File: config.mk
export PLATFORM = sky130hd
export DESIGN_NAME = mult_rr_arbiter
export DESIGN_NICKNAME = d
export VERILOG_FILES = /design/src/rtl/mult_rr_arbiter.sv
export SDC_FILE = /design/constraint.sdc
export NUM_CORES = 1
export LEC_CHECK = 0
export CORE_MARGIN = 8
export CORE_UTILIZATION = 40
export CTS_CLUSTER_DIAMETER = 40
export DETAILED_ROUTE_END_ITERATION = 10
export PLACE_DENSITY_LB_ADDON = 0.12
export SLEW_MARGIN = 20
export SYNTH_ARGS = -nofsm -noshare
export SYNTH_HDL_FRONTEND = slang
export SYNTH_SLANG_ARGS = --single-unit
File: constraint.sdc
create_clock -name clk_i -period 16 [get_ports clk_i]
set_clock_uncertainty 0.05 [all_clocks]
set_input_delay 1.6 -clock clk_i [delete_from_list [all_inputs] [get_ports clk_i]]
set_output_delay 1.6 -clock clk_i [all_outputs]
set_load 0.02 [all_outputs]
File: src/rtl/mult_rr_arbiter.sv
// mult_rr_arbiter
//   Shares one two-stage registered multiplier between NUM_REQ requesters.
//   A round-robin arbiter accepts at most one operand pair per cycle
//   (valid/ready), and the product comes back two cycles after the transfer,
//   tagged with the index of the requester that issued it.
//
// Ports
//   clk_i        clock, all state on the rising edge
//   rst_i        synchronous reset, active high
//   req_valid_i  [NUM_REQ]       requester i has operands
//   req_ready_o  [NUM_REQ]       requester i accepted this cycle (one-hot or zero)
//   req_a_i      [NUM_REQ*DW1]   operand A, requester i at [i*DW1 +: DW1]
//   req_b_i      [NUM_REQ*DW2]   operand B, requester i at [i*DW2 +: DW2]
//   res_valid_o                  product valid this cycle
//   res_id_o     [ID_WIDTH]      requester owning res_data_o
//   res_data_o   [DW1+DW2]       full-precision product
//   busy_o                       an operation is in flight in the pipeline
module mult_rr_arbiter #(
   parameter int SIGNED       = 1,
   parameter int DATA_WIDTH_1 = 16,
   parameter int DATA_WIDTH_2 = 16,
   parameter int NUM_REQ      = 4,
   parameter int ID_WIDTH     = 2
) (
   input  logic                                 clk_i,
   input  logic                                 rst_i,
   input  logic [NUM_REQ-1:0]                   req_valid_i,
   output logic [NUM_REQ-1:0]                   req_ready_o,
   input  logic [NUM_REQ*DATA_WIDTH_1-1:0]      req_a_i,
   input  logic [NUM_REQ*DATA_WIDTH_2-1:0]      req_b_i,
   output logic                                 res_valid_o,
   output logic [ID_WIDTH-1:0]                  res_id_o,
   output logic [DATA_WIDTH_1+DATA_WIDTH_2-1:0] res_data_o,
   output logic                                 busy_o
);

   localparam int PW = DATA_WIDTH_1 + DATA_WIDTH_2;

   logic [ID_WIDTH-1:0]     ptr_q;
   logic                    gnt_found;
   logic [ID_WIDTH-1:0]     gnt_idx;
   logic [NUM_REQ-1:0]      ready_d;

   logic                    s1_v_q;
   logic [DATA_WIDTH_1-1:0] s1_a_q;
   logic [DATA_WIDTH_2-1:0] s1_b_q;
   logic [ID_WIDTH-1:0]     s1_id_q;

   logic                    s2_v_q;
   logic [ID_WIDTH-1:0]     s2_id_q;
   logic [PW-1:0]           s2_prod_q;

   logic [PW-1:0]           ext_a;
   logic [PW-1:0]           ext_b;
   logic [PW-1:0]           prod_d;

   // Search starts one past the last winner and wraps, so the most recent
   // winner has the lowest priority next time.
   always_comb begin
      gnt_found = 1'b0;
      gnt_idx   = '0;
      ready_d   = '0;
      for (int k = 1; k <= NUM_REQ; k++) begin
         int idx;
         idx = int'(ptr_q) + k;
         if (idx >= NUM_REQ) idx = idx - NUM_REQ;
         if (!gnt_found && req_valid_i[idx]) begin
            gnt_found = 1'b1;
            gnt_idx   = ID_WIDTH'(idx);
         end
      end
      if (gnt_found && !rst_i) ready_d[gnt_idx] = 1'b1;
   end

   assign req_ready_o = ready_d;

   // Extending both operands to the full product width and keeping only the
   // low PW bits of the product gives the exact result in either mode.
   always_comb begin
      if (SIGNED != 0) begin
         ext_a = {{DATA_WIDTH_2{s1_a_q[DATA_WIDTH_1-1]}}, s1_a_q};
         ext_b = {{DATA_WIDTH_1{s1_b_q[DATA_WIDTH_2-1]}}, s1_b_q};
      end else begin
         ext_a = {{DATA_WIDTH_2{1'b0}}, s1_a_q};
         ext_b = {{DATA_WIDTH_1{1'b0}}, s1_b_q};
      end
      prod_d = ext_a * ext_b;
   end

   always_ff @(posedge clk_i) begin
      if (rst_i) begin
         ptr_q     <= ID_WIDTH'(NUM_REQ - 1);
         s1_v_q    <= 1'b0;
         s1_a_q    <= '0;
         s1_b_q    <= '0;
         s1_id_q   <= '0;
         s2_v_q    <= 1'b0;
         s2_id_q   <= '0;
         s2_prod_q <= '0;
      end else begin
         s1_v_q <= gnt_found;
         if (gnt_found) begin
            ptr_q   <= gnt_idx;
            s1_a_q  <= req_a_i[gnt_idx*DATA_WIDTH_1 +: DATA_WIDTH_1];
            s1_b_q  <= req_b_i[gnt_idx*DATA_WIDTH_2 +: DATA_WIDTH_2];
            s1_id_q <= gnt_idx;
         end
         s2_v_q <= s1_v_q;
         // Result registers hold their last value while idle.
         if (s1_v_q) begin
            s2_prod_q <= prod_d;
            s2_id_q   <= s1_id_q;
         end
      end
   end

   assign res_valid_o = s2_v_q;
   assign res_id_o    = s2_id_q;
   assign res_data_o  = s2_prod_q;
   assign busy_o      = s1_v_q | s2_v_q;

endmodule

==> results of run 1 <==
-- layer usage --
layer / wire (um) / part of all wire [%] / global-route usage (%) / up-vias
met4: 773 / 2.0 / 4.45 / 0
li1: - / - / - / 5009
met3: 1880 / 4.8 / 3.38 / 38
met1: 17200 / 43 / 27.4 / 5294
met2: 19700 / 50 / 36.7 / 251
met5: 0 / 0 / 0 / -
-- logic make-up (layout without fill, tap and decap cells) --
logic type      after synthesis  count (layout)  synth area share, %
mux                          15              15                 1.13
buf+inv                     374             499                 10.6
simple gates                507             507                 18.3
compound gates              205             205                 10.5
xor+xnor                     25              25                 1.64
fa+ha+maj                   344             344                 47.0
flops                        72              72                 10.8
-- sequential cells by signal, indices dropped and copies added (netlist names) --
name         cells
res_data_o      32
s1_v_q           1
res_id_o         2
s1_a_q          16
res_valid_o      1
s1_id_q          2
s1_b_q          16
ptr_q            2
-- cells in the final DEF (no fill, tap or decap), types with 3 or more instances in the layout --
cell             count
xor2_1               5
o21a_1               7
nor3_1              10
buf_4               14
o21bai_1             4
xnor2_1             20
o21ai_0             15
a21oi_1             63
nor2b_1              3
a21o_1              20
a311oi_1            33
nand2b_1             8
clkbuf_16            9
and3_1               5
nand4_1              5
nand3b_1             3
bufinv_16            3
or3_1                5
and2_1             158
inv_1              295
a31oi_1              3
dfxtp_1             72
mux2i_1             15
o22ai_1              3
clkbuf_8             3
ha_1                82
nand3_1              7
clkdlybuf4s50_1    172
fa_1               262
nor2_1              86
nand2_1            206
a211oi_1            40
-- worst max-delay path, stage by stage (launching register included) --
cell      delay, ps
dfxtp_1         710
nand2_1         260
inv_1           180
fa_1            490
fa_1            950
fa_1            560
fa_1            530
fa_1            490
inv_1            50
fa_1            470
inv_1            40
ha_1            420
nand4_1         180
a211oi_1        450
and3b_1         280
o31ai_2         240
xnor2_1         190
o22ai_1         110
-- through the flow --
stage,utilization (%),worst slack (ps)
global placement,46.5,9270
global route,47.6,8790
CTS,47.6,9190
detailed placement,46.5,9220
finish,47.6,9170
floorplan,-,10070
-- cell type report --
class | instances | area, um2
clock buffers | 12 | 267
clock inverters | 4 | 98.8
fillers | 3296 | 17400
flip-flops and latches | 72 | 1440
repair buffers | 187 | 1830
inverters | 296 | 1110
well taps | 448 | 561
multi-input cells | 1096 | 10500
-- worst paths after layout --
check / depth (start not counted) / to / startpoint / slack, ps
max: 17 / res_data_o[29] / s1_a_q[15] / 9170
min: 2 / s1_id_q[1] / s1_id_q[1] / 410
max reg2reg: 17 / res_data_o[29] / s1_a_q[15] / 9170
min reg2reg: 2 / s1_id_q[1] / s1_id_q[1] / 410
-- synthesized netlist by cell type (4+ instances only) --
cell and n:
xor2_1 5, dfxtp_1 72, nand2_1 206, or3_1 5
and2_1 158, nor3_1 11, a21o_1 20, inv_1 295
clkbuf_1 71, nand4_1 5, a21oi_1 64, nand2b_1 8
o21ai_0 15, o21a_1 7, and3_1 5, fa_1 262
nand3_1 7, xnor2_1 20, ha_1 82, a211oi_1 40
o21bai_1 4, mux2i_1 15, a311oi_1 33, nor2_1 86
-- power by group --
part / leakage (nW) / switching, mW / total [mW] / internal [mW]
registers: 0.596 / 0.0669 / 0.285 / 0.218
clock network: 0.179 / 0.0841 / 0.250 / 0.166
logic: 6.73 / 1.19 / 2.05 / 0.860
==> flow_summary.json, run 1 <==
{
  "globalplace.congestion": 0.839,
  "clk_latency_ps": 350,
  "synth.top_cell.area_share_pct": 39.3,
  "critPathKind": "reg -> reg",
  "fin_cells": 2115,
  "drc": 0,
  "clockBufferDepth": 2,
  "hpwlAfterDp_mm": 32.7,
  "drt_pass1_iterations": 6,
  "cp.required_ps": 16140,
  "fmax_ghz": 0.146,
  "start_kind": "flip-flop",
  "routed-via-count": 10600,
  "core_region_area_um2": 33200,
  "start_util_pct": 40.2,
  "final_hold_viol_count": 0,
  "async_flop_share_pct": 0,
  "cts_resized": 0,
  "leakagePower_nw": 7.51,
  "wl_per_cell_um": 18.7,
  "placed_area_um2": 15400,
  "dieArea_um2": 39400,
  "holdBufCountCts": 0,
  "power_density_nw_per_um2": 164,
  "overflow": 0,
  "clock_sinks": 72,
  "synth-edff-count": 0,
  "yosysUniqueCellTypes": 53,
  "rsz0062_at_grt": "no",
  "grt_pass1_wl_mm": 64.4,
  "ios": 174,
  "status": "complete, no violations",
  "cp.arrival_ps": 6970,
  "yosys_register_bits": 72,
  "endpoint_kind": "flip-flop",
  "grt_max_degree": 77,
  "placedCellCount": 2099,
  "grt_pass1_vias": 11500,
  "numCtsBuffers": 9,
  "antenna_cells": 0,
  "max-cap-violations": 0,
  "ys_seq_area_share_pct": 10.8,
  "clkSlewWorstSetupHoldPaths_ps": 70,
  "design_area_um2": 15800,
  "yosys_warnings": 0,
  "layout.nets": 2140,
  "ys.flop_type": "dfxtp_1",
  "std_cell_rows": 67,
  "totalPowerFinal_mw": 2.59,
  "die_y_um": 199,
  "ant_nets": 0,
  "final-max-slew-violation-count": 0,
  "setup_violations": 0,
  "max_slew_margin_pct": 40.0,
  "grt_usage_pct": 21.1,
  "synth_area_um2": 13300,
  "min_path_type": "reg -> reg",
  "die_w_um": 199,
  "cts_max_level": 3,
  "syn-mean-instance-area_um2": 8.65,
  "syn_nets": 2020,
  "wl_mm": 39.5,
  "drive_above_1_share_pct": 2.46,
  "ctsRootBufferMaster": "clkbuf_16",
  "cp_max_fo": 17,
  "synth_top_cells_by_area": "fa_1, dfxtp_1, inv_1",
  "fin_setup_tns_ps": 0,
  "period_needed_ps": 6830,
  "fin_crit_sh_pct": 42.7,
  "drt_iter0_drc": 485,
  "tightest_slew_ps": 894,
  "io_buffers": 173,
  "synthCells": 1542,
  "syn_to_final_growth_pct": 18.6,
  "vias_per_cell": 5.01,
  "cts_tree": "yes",
  "antenna_found_initial": 1,
  "postCtsSetupRepairBufs": 0,
  "ir_drop_uv": 110,
  "yosysTopAreaCell": "fa_1",
  "hold_slack_ps": 407
}
Power figures use the tool's default switching activity.
==> run 2, diff against run 1 <==
- clock period: 16 -> 7.05 ns (I/O delays scaled with it)
==> run 2 against run 1 <==
Net effect:
- global-route usage grew 0.22 points
- setup slack lost 8700 ps
- die area is the same
- flip-flop and latch count is the same
- final area grew 0.67%
- power grew 120%
- critical endpoint unchanged
==> flow_summary.json, run 2 (same netlist as run 1, synthesis figures left out) <==
{
  "totalPowerFinal_mw": 5.81,
  "final_hold_viol_count": 0,
  "syn_to_final_growth_pct": 19.4,
  "ant_nets": 0,
  "wl_mm": 40.5,
  "design_area_um2": 15900,
  "ctsRootBufferMaster": "clkbuf_16",
  "cp.required_ps": 7200,
  "overflow": 0,
  "largest_reg_flops": 32,
  "layout_setup_ws_ps": 513,
  "critPathKind": "reg -> reg",
  "setup_violations": 0,
  "endpoint_kind": "flip-flop",
  "hpwlAfterDp_mm": 33.4,
  "max-cap-violations": 0,
  "drc": 0,
  "cts_tree": "yes",
  "die_w_um": 199,
  "clkSlewWorstSetupHoldPaths_ps": 60,
  "fin_setup_tns_ps": 0,
  "clk_latency_ps": 350,
  "status": "complete, no violations",
  "cts_resized": 0,
  "cts_max_level": 3,
  "holdBufCountCts": 0,
  "postCtsSetupRepairBufs": 0,
  "fmax_ghz": 0.153,
  "placed_area_um2": 15600,
  "ir_drop_uv": 249,
  "clockBufferDepth": 2,
  "grt_max_degree": 77,
  "final_common_cell": "inv_1",
  "vias_per_cell": 5.04,
  "start_kind": "flip-flop",
  "antenna_cells": 0,
  "period_needed_ps": 6540,
  "min_path_type": "reg -> reg",
  "fin_crit_sh_pct": 92.7,
  "drt_iter0_drc": 476,
  "cp_max_fo": 13,
  "drive_above_1_share_pct": 3.73,
  "grt_pass1_wl_mm": 64.7,
  "grt_usage_pct": 21.3,
  "die_y_um": 199,
  "tightest_slew_ps": 976,
  "core_region_area_um2": 33200,
  "leakagePower_nw": 7.59,
  "start_util_pct": 40.2,
  "max_slew_margin_pct": 34.6,
  "final_cell_mix": "inv_1, fa_1, nand2_1",
  "grt_pass1_vias": 11800,
  "dp_slack_ps": 589,
  "dieArea_um2": 39400,
  "numCtsBuffers": 9,
  "cp.arrival_ps": 6680,
  "ios": 174,
  "io_buffers": 173,
  "globalplace.congestion": 0.873,
  "final-max-slew-violation-count": 0,
  "power_density_nw_per_um2": 365,
  "rsz0062_at_grt": "no",
  "wl_per_cell_um": 18.9,
  "layout.nets": 2162,
  "antenna_found_initial": 0,
  "std_cell_rows": 67,
  "drt_pass1_iterations": 5,
  "routed-via-count": 10800,
  "clock_sinks": 72,
  "num-fill-cells": 3360
}
[run 2: changes by cell type in the layout (fill, tap and decap cells not counted), sizes merged]
cell,before,now
inv,295,296
clkbuf,12,10
bufinv,3,1
clkinvlp,0,1
clkinv,2,4
buf,15,37
[run 2: final timing paths]
| kind | startpoint | end | slack (ps) | cells past startpoint |
|---|---|---|---|---|
| worst max-delay path | s1_b_q[6] | res_data_o[29] | 510 | 21 |
| worst min register to register | s1_id_q[1] | s1_id_q[1] | 410 | 2 |
| worst min-delay path | s1_id_q[1] | s1_id_q[1] | 410 | 2 |
| worst max register to register | s1_b_q[6] | res_data_o[29] | 510 | 21 |
[run 2: per-stage QoR]
stage | std cells | utilization, % | hold WS, ps
2_1_floorplan | 1542 | - | 386
3_3_place_gp | 2121 | 47.0 | 395
3_5_place_dp | 2121 | 47.0 | 400
4_1_cts | 2137 | 47.9 | 409
5_1_grt | 2137 | 47.9 | 443
6_report | 2137 | 47.9 | 408
[run 2: area by class of cell]
class                      instances  area [um2]  share of cell area (%)
clock buffer                      10         239                    1.50
clock inverter                     6        67.6                   0.424
inverter                         296        1110                    6.98
multi-input combinational       1096       10500                    66.0
sequential                        72        1440                    9.06
tap                              448         561                    3.52
timing repair buffer             209        2000                    12.5
[run 2: metal layers]
| metal | share of wire (%) | up-vias | global-route usage [%] |
|---|---|---|---|
| met5 | 0 | - | 0 |
| met4 | 1.8 | 0 | 4.94 |
| met3 | 4.8 | 38 | 4.21 |
| met2 | 51 | 228 | 37.5 |
| met1 | 43 | 5464 | 26.7 |
| li1 | - | 5043 | - |
[run 2: worst max-delay path, cell delays in order, from the launching register on]
cell and delay, ps:
dfxtp_1 780, buf_4 270, and2_1 150, fa_1 440, fa_1 500, ha_1 140
inv_1 50, fa_1 480, inv_1 50, fa_1 520, inv_1 50, fa_1 480
inv_1 40, ha_1 340, nand2_1 70, o21ai_0 420, nand3_1 320, a211oi_1 440
and3b_1 280, o31ai_2 250, xnor2_1 170, o22ai_1 90
[run 2: report_power, final]
part	total [mW]	switching, mW	leakage [nW]	internal [mW]
registers	0.638	0.143	0.596	0.495
clock network	0.490	0.204	0.150	0.286
logic	4.68	2.73	6.85	1.96
total	5.81	3.08	7.59	2.74
==> run 3, diff against run 2 <==
- CAP_MARGIN: default -> 20
==> results of run 3 <==
Same layout as run 2: the final DEF is identical, and so are final timing and power.
